==> src/rtl/axis_vis_serialiser.sv <==
// axis_vis_serialiser: streams complex visibility words out as AXI-Stream bytes.
// Define VIS_SERIALISER_CHECKSUM_EN to append a mod-256 frame checksum byte.
module axis_vis_serialiser #(
  parameter int ACCUM     = 32,
  parameter int MSB_FIRST = 1
) (
  input  logic             clock,
  input  logic             reset,
  input  logic             s_tvalid,
  output logic             s_tready,
  input  logic             s_tlast,
  input  logic [ACCUM-1:0] s_revis,
  input  logic [ACCUM-1:0] s_imvis,
  output logic             m_tvalid,
  input  logic             m_tready,
  output logic             m_tlast,
  output logic [7:0]       m_tdata,
  output logic             busy_o
);

  localparam int N  = 2 * ACCUM / 8;
  localparam int IW = (N > 1) ? $clog2(N) : 1;
  localparam int SW = 2 * ACCUM;
  localparam logic [IW-1:0] LAST_IDX = IW'(N - 1);

  if ((ACCUM % 8) != 0 || ACCUM < 8) begin : g_bad_accum
    $error("axis_vis_serialiser: ACCUM must be a multiple of 8 and >= 8");
  end

`ifdef VIS_SERIALISER_CHECKSUM_EN
  typedef enum logic [1:0] {IDLE, SEND, CSUM} state_e;
`else
  typedef enum logic {IDLE, SEND} state_e;
`endif

  state_e        state_q, state_d;
  logic [IW-1:0] idx_q, idx_d;
  logic [SW-1:0] sr_q, sr_d;
  logic          last_q, last_d;
`ifdef VIS_SERIALISER_CHECKSUM_EN
  logic [7:0]    csum_q, csum_d;
`endif

  logic [7:0]    cur_byte;
  logic [SW-1:0] load_vec;
  logic [SW-1:0] sr_shift;
  logic          at_last;
  logic          out_hs;
  logic          in_hs;

  // Word order (real then imag) and byte order both fall out of one shifter.
  assign load_vec = (MSB_FIRST != 0) ? {s_revis, s_imvis}
                                     : {s_imvis, s_revis};
  assign sr_shift = (MSB_FIRST != 0) ? {sr_q[SW-9:0], 8'h00}
                                     : {8'h00, sr_q[SW-1:8]};
  assign cur_byte = (MSB_FIRST != 0) ? sr_q[SW-1 -: 8] : sr_q[7:0];

  assign at_last  = (state_q == SEND) && (idx_q == LAST_IDX);
  assign m_tvalid = (state_q != IDLE);
  assign busy_o   = (state_q != IDLE);
  assign out_hs   = m_tvalid && m_tready;

`ifdef VIS_SERIALISER_CHECKSUM_EN
  assign s_tready = !reset &&
                    ((state_q == IDLE) || (at_last && out_hs && !last_q));
`else
  assign s_tready = !reset && ((state_q == IDLE) || (at_last && out_hs));
`endif
  assign in_hs = s_tvalid && s_tready;

  always_comb begin
    m_tdata = 8'h00;
    m_tlast = 1'b0;
    if (state_q == SEND) begin
      m_tdata = cur_byte;
`ifdef VIS_SERIALISER_CHECKSUM_EN
      m_tlast = 1'b0;
`else
      m_tlast = at_last && last_q;
`endif
    end
`ifdef VIS_SERIALISER_CHECKSUM_EN
    else if (state_q == CSUM) begin
      m_tdata = csum_q;
      m_tlast = 1'b1;
    end
`endif
  end

  always_comb begin
    state_d = state_q;
    idx_d   = idx_q;
    sr_d    = sr_q;
    last_d  = last_q;
`ifdef VIS_SERIALISER_CHECKSUM_EN
    csum_d  = csum_q;
`endif
    if (state_q == SEND && out_hs) begin
`ifdef VIS_SERIALISER_CHECKSUM_EN
      csum_d = csum_q + cur_byte;
`endif
      if (at_last) begin
        idx_d   = '0;
        state_d = IDLE;
`ifdef VIS_SERIALISER_CHECKSUM_EN
        if (last_q) state_d = CSUM;
`endif
      end else begin
        idx_d = idx_q + IW'(1);
        sr_d  = sr_shift;
      end
    end
`ifdef VIS_SERIALISER_CHECKSUM_EN
    if (state_q == CSUM && out_hs) begin
      csum_d  = 8'h00;
      state_d = IDLE;
    end
`endif
    // A load overrides the end-of-word return to IDLE for zero-bubble reuse.
    if (in_hs) begin
      state_d = SEND;
      idx_d   = '0;
      sr_d    = load_vec;
      last_d  = s_tlast;
    end
  end

  always_ff @(posedge clock or posedge reset) begin
    if (reset) begin
      state_q <= IDLE;
      idx_q   <= '0;
      sr_q    <= '0;
      last_q  <= 1'b0;
`ifdef VIS_SERIALISER_CHECKSUM_EN
      csum_q  <= 8'h00;
`endif
    end else begin
      state_q <= state_d;
      idx_q   <= idx_d;
      sr_q    <= sr_d;
      last_q  <= last_d;
`ifdef VIS_SERIALISER_CHECKSUM_EN
      csum_q  <= csum_d;
`endif
    end
  end

endmodule

==> config.mk <==
export PLATFORM = sky130hd
export DESIGN_NAME = axis_vis_serialiser
export DESIGN_NICKNAME = d
export VERILOG_FILES = /design/src/rtl/axis_vis_serialiser.sv
export SDC_FILE = /design/constraint.sdc
export NUM_CORES = 1
export LEC_CHECK = 0
export ABC_CLOCK_PERIOD_IN_PS = 8000
export BUFFER_PORTS_ARGS = -buffer_cell sky130_fd_sc_hd__buf_2
export CORE_ASPECT_RATIO = 1.2
export CORE_MARGIN = 2
export CORE_UTILIZATION = 50
export DETAILED_ROUTE_END_ITERATION = 16
export PLACE_DENSITY = 0.84
export SLEW_MARGIN = 30
export SYNTH_ARGS = -nofsm -noshare
export SYNTH_HDL_FRONTEND = slang
export SYNTH_SLANG_ARGS = --single-unit
==> constraint.sdc <==
create_clock -name clock -period 8 [get_ports clock]
set_clock_uncertainty 0.05 [all_clocks]
set_input_delay 1.2 -clock clock [delete_from_list [all_inputs] [get_ports clock]]
set_output_delay 1.2 -clock clock [all_outputs]
set_load 0.1 [all_outputs]
==> impl_metrics.json, run 1 <==
{
  "grt_antenna_before_repair": 0,
  "reg2reg_depth": 6,
  "cp.arrival_ps": 2570,
  "vdd_ir_drop_max_mv": 0.2270,
  "synthesis.nets": 383,
  "r2r-start": "idx_q[0]",
  "rows": 33,
  "fill_cells": 569,
  "crit_path_max_incr_delay_ps": 470,
  "worstPathRequired_ps": 6750,
  "drive_gt1_share_pct": 32.18,
  "dp_cells": 448,
  "hp-class": "register to register",
  "startpoint": "m_tready",
  "min_period_ps": 3821,
  "gp_congestion": 0.7840,
  "cpMostUsedCell": "buf_2",
  "critical_path_class": "primary input to output port",
  "drtIter0Drc": 204,
  "p_per_area_nw_per_um2": 337.9,
  "ys_seq_elements": 69,
  "clock_latency_ps": 330,
  "h-tree-depth": 3,
  "grt_pass1_wl_um": 12480,
  "ctsResizeCount": 0,
  "worst-slew-pin-transition_ps": 703.2,
  "diodes": 0,
  "via_count": 2671,
  "drv_cap": 0,
  "clk_path_buf_depth": 2,
  "gr-usage-all-layers_pct": 21.23,
  "whs_ps": 449.6,
  "status": "finished, final reports clean",
  "avgSynthCellArea_um2": 11.14,
  "start_util_pct": 51.33,
  "hold_viol": 0,
  "slew_headroom_pct": 53.12,
  "synthCells": 312,
  "grt_max_degree": 66,
  "grt_pass1_vias": 2537,
  "post_drt_wl_per_cell_um": 16.34,
  "ant_nets": 0,
  "clockRootBuffer": "clkbuf_8",
  "critical-path-slowest-cell": "buf_4",
  "drc_errors": 0,
  "die_h_um": 95.34,
  "die_x_um": 80.11,
  "fin_crit_sh_pct": 47.76,
  "power_leakage_nw": 2.012,
  "viasPerCell": 5.769,
  "setup-violations-final": 0,
  "nets": 443,
  "tns_ps": 0,
  "path_cells": "buf_2 > a21bo_2 > buf_4 > and2_1 > buf_2",
  "ctsHoldBuffers": 0,
  "first_pass_iters": 4,
  "die_area_um2": 7637,
  "syn2layout_area_growth_pct": 15.73,
  "dp_hpwl_um": 4680,
  "hp-start": "last_q",
  "critPathLaunchType": "primary input",
  "numPortBuffers": 80,
  "cts.sinks": 69,
  "slew_violations": 0,
  "reg2reg_setup_slack_ps": 5430,
  "fmax_mhz": 261.7,
  "ys_types": 24,
  "cp_max_fo": 56,
  "io_pins": 81,
  "wirelength_um": 7567,
  "grt.overflow.total": 0,
  "r2r_end": "last_q",
  "cts_made_buffers": 9,
  "post_cts_buffers": 0,
  "whs_endpoint": "last_q",
  "cts_tree": "yes",
  "syn_area_um2": 3476,
  "critPathCaptureType": "output port",
  "synth_seq_area_share_pct": 49.68,
  "hold_depth": 1,
  "path_clk_slew_ps": 60,
  "coreArea_um2": 6771,
  "ys_warn_count": 0,
  "rsz0062_at_grt": "false",
  "stdcell_count": 463
}
[worst max-delay path: cells and delay by family]
family	cells	cell delay, ps
buf+inv	3	1020
simple gates	1	200
compound gates	1	130
[sequential cells by signal, summed over array words and instances, names as in the netlist]
name	count
idx_q	3
last_q	1
busy_o	1
sr_q	64
[layout by cell type (no fill, tap or decap), types with 2 or more instances in the layout]
| master | netlist | final |
|---|---|---|
| buf_4 | 6 | 3 |
| mux2_2 | 8 | 8 |
| mux2_4 | 12 | 12 |
| mux2_1 | 5 | 5 |
| and2_1 | 9 | 9 |
| o21ai_1 | 37 | 37 |
| nand2_1 | 13 | 13 |
| clkbuf_8 | 0 | 12 |
| dfrtp_1 | 69 | 69 |
| clkbuf_1 | 16 | 2 |
| buf_2 | 9 | 79 |
| mux2i_1 | 44 | 44 |
| nand4_1 | 52 | 52 |
| a21oi_1 | 3 | 3 |
| ha_1 | 2 | 2 |
| o21ai_0 | 15 | 15 |
| nand4b_1 | 2 | 2 |
[kinds of logic after synthesis]
logic type                 Yosys count  share of synthesized area [%]
adders and majority gates            2                         0.7198
muxes                               69                          22.07
AOI/OAI and AO/OA                   56                          8.207
buffers and inverters               35                          5.183
DFF                                 69                          49.68
and+or+nand+nor                     81                          14.15
[area by class of cell]
class / instances / area, um^2 / area share (%)
clock buffers: 14 / 172.7 / 4.292
clock inverters: 1 / 5.005 / 0.1244
inverters: 1 / 6.256 / 0.1555
multi-input cells: 208 / 1574 / 39.13
flip-flops and latches: 69 / 1727 / 42.92
well taps: 87 / 108.9 / 2.706
repair buffers: 83 / 429.2 / 10.67
[per-stage QoR]
step / util, % / power [W] / setup slack (ps) / instance area [um^2]
2_1_floorplan: - / 0.001009 / 2128 / 3476
3_5_place_dp: 56.63 / 0.001110 / 4192 / 3835
4_1_cts: 59.26 / 0.001371 / 4196 / 4013
3_3_place_gp: 56.63 / 0.001080 / 4229 / 3835
5_1_grt: 59.40 / 0.001445 / 4122 / 4023
6_report: 59.40 / 0.001359 / 4179 / 4023
[worst max path at each step]
stage                          end  depth (start not counted)
final                     s_tready                          5
after global routing      s_tready                          5
after CTS                 s_tready                          5
after detailed placement  s_tready                          5
after global placement    s_tready                          5
after floorplan           s_tready                          4
[cell usage after synthesis]
master / number / area [um^2]
a21bo_1: 1 / 10.01
a21oi_1: 3 / 15.01
and2_1: 9 / 56.30
and3_1: 2 / 12.51
buf_1: 1 / 3.750
buf_2: 9 / 45.04
buf_4: 6 / 45.04
buf_6: 2 / 22.52
clkbuf_1: 16 / 60.06
dfrtp_1: 69 / 1727
ha_1: 2 / 25.02
inv_1: 1 / 3.750
mux2_1: 5 / 56.30
mux2_2: 8 / 90.09
mux2_4: 12 / 180.2
mux2i_1: 44 / 440.4
nand2_1: 13 / 48.80
nand3_4: 1 / 17.52
nand3b_1: 1 / 7.510
nand4_1: 52 / 325.3
nand4b_1: 2 / 17.52
o21ai_0: 15 / 75.07
o21ai_1: 37 / 185.2
or2_2: 1 / 6.260
[layer usage]
layer / global-route usage [%] / vias to the layer above / share of wire [%]
met5: 0 / - / 0
met4: 6.497 / 0 / 1.2
met3: 5.492 / 10 / 6.3
met2: 32.43 / 89 / 48
met1: 29.91 / 1299 / 45
li1: - / 1273 / -
[power breakdown]
| group | leakage, nW | switching [W] | internal (W) |
|---|---|---|---|
| Clock | 0.0926 | 0.000120 | 0.000136 |
| Combinational | 1.02 | 0.000354 | 0.000202 |
| Sequential | 0.903 | 0.0000748 | 0.000473 |
(Power assumes the default switching activity.)
==> run 2, diff against run 1 <==
--- a/config.mk
+++ b/config.mk
@@ -5,13 +5,13 @@
 export SDC_FILE = /design/constraint.sdc
 export NUM_CORES = 1
 export LEC_CHECK = 0
-export ABC_CLOCK_PERIOD_IN_PS = 8000
+export ABC_CLOCK_PERIOD_IN_PS = 3110
 export BUFFER_PORTS_ARGS = -buffer_cell sky130_fd_sc_hd__buf_2
 export CORE_ASPECT_RATIO = 1.2
 export CORE_MARGIN = 2
-export CORE_UTILIZATION = 50
+export CORE_UTILIZATION = 49
 export DETAILED_ROUTE_END_ITERATION = 16
-export PLACE_DENSITY = 0.84
+export PLACE_DENSITY = 0.86
 export SLEW_MARGIN = 30
 export SYNTH_ARGS = -nofsm -noshare
 export SYNTH_HDL_FRONTEND = slang
==> constraint.sdc (replaced) <==
create_clock -name clock -period 3.11 [get_ports clock]
set_clock_uncertainty 0.05 [all_clocks]
set_input_delay 0.4665 -clock clock [delete_from_list [all_inputs] [get_ports clock]]
set_output_delay 0.4665 -clock clock [all_outputs]
set_load 0.1 [all_outputs]
==> impl_metrics.json, run 2 (synthesized netlist as in run 1, its figures left out) <==
{
  "critPathCapture": "s_tready",
  "first_pass_iters": 5,
  "power_frac_seq_pct": 37.0,
  "dpl-instance-area_um2": 3887,
  "swShare_pct": 38.69,
  "r2r_end": "sr_q[50]",
  "reg2reg_depth": 6,
  "fmax_mhz": 382.1,
  "largest_reg_flops": 64,
  "stdcell_count": 472,
  "wirelength_um": 7697,
  "final_cell_mix": "buf_2, dfrtp_1, nand4_1",
  "cts_made_buffers": 9,
  "gp_congestion": 0.7603,
  "worst-slew-pin-transition_ps": 614.4,
  "io_pins": 81,
  "critPathLaunchType": "register",
  "mostFrequentLayoutCell": "buf_2",
  "dp_cells": 455,
  "path_clk_slew_ps": 70,
  "reg2reg_setup_slack_ps": 680,
  "post_drt_wl_per_cell_um": 16.31,
  "tns_ps": 0,
  "dp_hpwl_um": 5094,
  "nets": 451,
  "fin_crit_sh_pct": 84.14,
  "cp_max_fo": 21,
  "fill_cells": 576,
  "p_comb_share_pct": 39.2,
  "cp.arrival_ps": 2100,
  "crit_path_max_incr_delay_ps": 430,
  "start_util_pct": 50.71,
  "via_count": 2701,
  "clock_latency_ps": 340,
  "drive_gt1_share_pct": 34.03,
  "cpMostUsedCell": "ha_1",
  "startpoint": "idx_q[0]",
  "p_sw_w": 0.001454,
  "numPortBuffers": 80,
  "hp-class": "primary input to register",
  "die_h_um": 96.26,
  "critical_path_class": "register to output port",
  "status": "finished, final reports clean",
  "grt_pass1_wl_um": 12320,
  "fin_area_um2": 4144,
  "grt_pass1_vias": 2538,
  "rsz0062_at_grt": "false",
  "ctsHoldBuffers": 1,
  "r2r-start": "idx_q[0]",
  "intPower_w": 0.002304,
  "post_cts_buffers": 0,
  "ctsResizeCount": 0,
  "grt.overflow.total": 0,
  "die_x_um": 80.89,
  "clockRootBuffer": "clkbuf_8",
  "vdd_ir_drop_max_mv": 0.4666,
  "worstPathRequired_ps": 2590,
  "coreArea_um2": 6854,
  "setup-violations-final": 0,
  "top_register": "sr_q",
  "die_area_um2": 7786,
  "gr-usage-all-layers_pct": 20.61,
  "critical-path-slowest-cell": "buf_2",
  "min_period_ps": 2617,
  "pwr-share-clk_pct": 23.8,
  "p_total_w": 0.003757,
  "viasPerCell": 5.722,
  "top_regs": "sr_q (64), idx_q (3)",
  "drv_cap": 0,
  "grt_max_degree": 60,
  "cts.sinks": 69,
  "slew_violations": 0,
  "cts_tree": "yes",
  "syn2layout_area_growth_pct": 19.22,
  "clk_path_buf_depth": 2,
  "path_cells": "ha_1 > ha_1 > a21bo_2 > and2_1 > buf_2",
  "rows": 33,
  "grt_antenna_before_repair": 0,
  "ant_nets": 0,
  "hold_viol": 0,
  "drc_errors": 0,
  "fin_util_pct": 60.46,
  "power_leakage_nw": 2.084,
  "drtIter0Drc": 214,
  "critPathCaptureType": "output port",
  "h-tree-depth": 3,
  "p_per_area_nw_per_um2": 906.7,
  "slew_headroom_pct": 59.04,
  "diodes": 0
}
## run 2: cell types whose count changed in the layout (fill, tap and decap cells not counted)
cell	before	now
and3_4	1	0
buf_2	79	80
bufinv_16	0	3
clkbuf_1	2	0
clkbuf_8	12	10
and3_2	0	1
dlygate4sd3_1	0	1
buf_6	1	0
clkinv_2	1	2
buf_4	3	10
inv_6	0	1
## run 2: metrics by stage
step	worst slack, ps	hold slack [ps]
final	493.2	300.4
after global routing	368.2	293.4
after CTS	478.8	291.5
after detailed placement	709.1	347.4
after global placement	788.0	341.4
after floorplan	283.9	400.4
## run 2: power by group through the flow
stage / Combinational [W] / Sequential (W) / Clock (W)
global placement: 0.00142 / 0.00138 / 0
global route: 0.00159 / 0.00142 / 0.000942
finish: 0.00147 / 0.00139 / 0.000896
floorplan: 0.00122 / 0.00137 / 0
detailed placement: 0.00147 / 0.00141 / 0
CTS: 0.00148 / 0.00139 / 0.000904
## run 2: layout make-up
class / count / area, um^2 / share of cell area, %
Tap cell: 87 / 108.9 / 2.627
Multi-Input combinational cell: 208 / 1570 / 37.89
Inverter: 1 / 6.256 / 0.1510
Timing Repair Buffer: 91 / 485.5 / 11.71
Clock inverter: 6 / 108.9 / 2.627
Sequential cell: 69 / 1727 / 41.67
Clock buffer: 10 / 137.6 / 3.321
## run 2: critical path, delay by kind of cell, from the launching register on
kind | cells | cell delay [ps]
compound gates | 1 | 420
fa+ha+maj | 2 | 350
buf+inv | 1 | 430
flops | 1 | 370
simple gates | 1 | 190
## run 2: how the worst min path moves through the flow
stage	endpoint	from	cells after the start
3_5_place_dp	sr_q[21]	reset	2
6_report	last_q	s_tlast	2
3_3_place_gp	sr_q[20]	reset	2
4_1_cts	last_q	s_tlast	2
2_1_floorplan	last_q	last_q	1
5_1_grt	last_q	s_tlast	2
## run 2: layer usage
metal	share of wire (%)	vias up	wire length (um)	GRT usage (%)
met4	1.6	0	127	8.192
met1	46	1312	3554	29.18
met3	6.2	13	475	3.377
met5	0	-	0	0
met2	46	87	3539	31.68
li1	-	1289	-	-
==> run 3, diff against run 2 <==
--- a/config.mk
+++ b/config.mk
@@ -5,7 +5,7 @@
 export SDC_FILE = /design/constraint.sdc
 export NUM_CORES = 1
 export LEC_CHECK = 0
-export ABC_CLOCK_PERIOD_IN_PS = 3110
+export ABC_CLOCK_PERIOD_IN_PS = 2140
 export BUFFER_PORTS_ARGS = -buffer_cell sky130_fd_sc_hd__buf_2
 export CORE_ASPECT_RATIO = 1.2
 export CORE_MARGIN = 2
==> constraint.sdc (replaced) <==
create_clock -name clock -period 2.14 [get_ports clock]
set_clock_uncertainty 0.05 [all_clocks]
set_input_delay 0.321 -clock clock [delete_from_list [all_inputs] [get_ports clock]]
set_output_delay 0.321 -clock clock [all_outputs]
set_load 0.1 [all_outputs]
==> impl_metrics.json, run 3 (synthesized netlist as in run 1, its figures left out) <==
{
  "crit_buf_inv": 1,
  "grt_pass1_wl_um": 13030,
  "p_comb_share_pct": 39.5,
  "fin_util_pct": 62.03,
  "post_drt_wl_per_cell_um": 16.75,
  "wirelength_um": 7992,
  "clk_path_buf_depth": 2,
  "p_per_area_nw_per_um2": 1318,
  "clock_latency_ps": 340,
  "h-tree-depth": 3,
  "path_clk_slew_ps": 80,
  "numPortBuffers": 80,
  "dp_hpwl_um": 5290,
  "p_sw_w": 0.002142,
  "ant_nets": 0,
  "gp_congestion": 0.7911,
  "top_regs": "sr_q (64), idx_q (3)",
  "pwr-share-clk_pct": 24.0,
  "mostFrequentLayoutCell": "buf_2",
  "power_frac_seq_pct": 36.6,
  "viasPerCell": 5.744,
  "cts_made_buffers": 9,
  "tns_ps": 0,
  "min_period_ps": 2058,
  "gr-usage-all-layers_pct": 22.02,
  "cp.arrival_ps": 1690,
  "critPathLaunchType": "register",
  "hp-class": "primary input to register",
  "vdd_ir_drop_max_mv": 0.7410,
  "final_cell_mix": "buf_2, dfrtp_1, nand4_1",
  "power_leakage_nw": 2.122,
  "fin_crit_sh_pct": 96.18,
  "cts.sinks": 69,
  "drtIter0Drc": 226,
  "drc_errors": 0,
  "whs_ps": 149.8,
  "die_area_um2": 7786,
  "status": "finished, final reports clean",
  "die_h_um": 96.26,
  "drv_cap": 0,
  "top_register": "sr_q",
  "largest_reg_flops": 64,
  "crit_path_max_incr_delay_ps": 420,
  "nets": 456,
  "grt_antenna_before_repair": 0,
  "start_util_pct": 50.71,
  "rows": 33,
  "diodes": 0,
  "critical_path_class": "register to output port",
  "hold_viol": 0,
  "die_x_um": 80.89,
  "critPathCaptureType": "output port",
  "drive_gt1_share_pct": 36.15,
  "critical-path-slowest-cell": "buf_2",
  "worstPathRequired_ps": 1770,
  "slew_headroom_pct": 67.95,
  "fmax_mhz": 485.8,
  "path_cells": "ha_1 > ha_2 > and3_2 > buf_2",
  "cp_max_fo": 5,
  "grt_max_degree": 43,
  "cts_tree": "yes",
  "clockRootBuffer": "clkbuf_8",
  "setup-violations-final": 0,
  "slew_violations": 0,
  "swShare_pct": 38.24,
  "grt.overflow.total": 0,
  "io_pins": 81,
  "rsz0062_at_grt": "false",
  "worst-slew-pin-transition_ps": 484.1,
  "intPower_w": 0.003460,
  "p_total_w": 0.005603,
  "syn2layout_area_growth_pct": 22.32,
  "via_count": 2740,
  "coreArea_um2": 6854,
  "cp_top_family": "buffers and inverters",
  "first_pass_iters": 6,
  "grt_pass1_vias": 2681
}
-- run 3: changes by cell type in the layout (fill, tap and decap cells not counted), moves of 2 or more --
cell	change
clkinv_2	-2
and2_1	-2
buf_4	+3
buf_12	+3
-- run 3: power groups by stage --
stage / clock [W] / combinational, W / sequential (W)
after floorplan: 0 / 0.00178 / 0.00200
after global placement: 0 / 0.00209 / 0.00202
after detailed placement: 0 / 0.00216 / 0.00206
after CTS: 0.00136 / 0.00221 / 0.00204
after global routing: 0.00143 / 0.00239 / 0.00210
final: 0.00134 / 0.00221 / 0.00205
-- run 3: path summary, 6_finish.rpt --
path / start / endpoint / slack [ps] / cells past startpoint
min in group asynchronous: reset / sr_q[20] / 400 / 3
max in group asynchronous: reset / idx_q[1] / 930 / 4
setup reg to reg: idx_q[0] / sr_q[50] / 110 / 6
hold reg to reg: last_q / last_q / 440 / 1
setup / recovery: idx_q[0] / m_tlast / 80 / 4
hold / removal: s_revis[13] / sr_q[45] / 150 / 2
-- run 3: cell type report --
type | instances | area, um^2
Fill cell | 551 | 2603
Timing Repair Buffer | 96 | 563.0
Multi-Input combinational cell | 208 | 1588
Clock inverter | 5 | 106.4
Inverter | 1 | 6.256
Clock buffer | 11 | 151.4
Sequential cell | 69 | 1728
Tap cell | 87 | 108.9
-- run 3: metrics by stage --
stage                     setup WS (ps)  std cells  cell area (um^2)
after floorplan                   38.79        312              3486
after global placement            152.6        457              3936
after detailed placement          41.74        457              3936
after CTS                         24.79        477              4237
after global routing              23.82        477              4252
final                             81.75        477              4252
-- run 3: layer usage --
layer / vias to the layer above / share of wire, % / GRT usage [%]
li1: 1300 / - / -
met5: - / 0 / 0
met2: 109 / 50 / 34.78
met3: 13 / 6.0 / 5.066
met1: 1318 / 43 / 29.67
met4: 0 / 1.6 / 8.051
-- run 3: repair_timing --
action	in CTS	in global routing
gates resized for setup	2	4
hold endpoints to repair	6	0
pin swaps	1	0
setup buffers	3	0
setup endpoints to repair	1	27
hold buffers	1	0
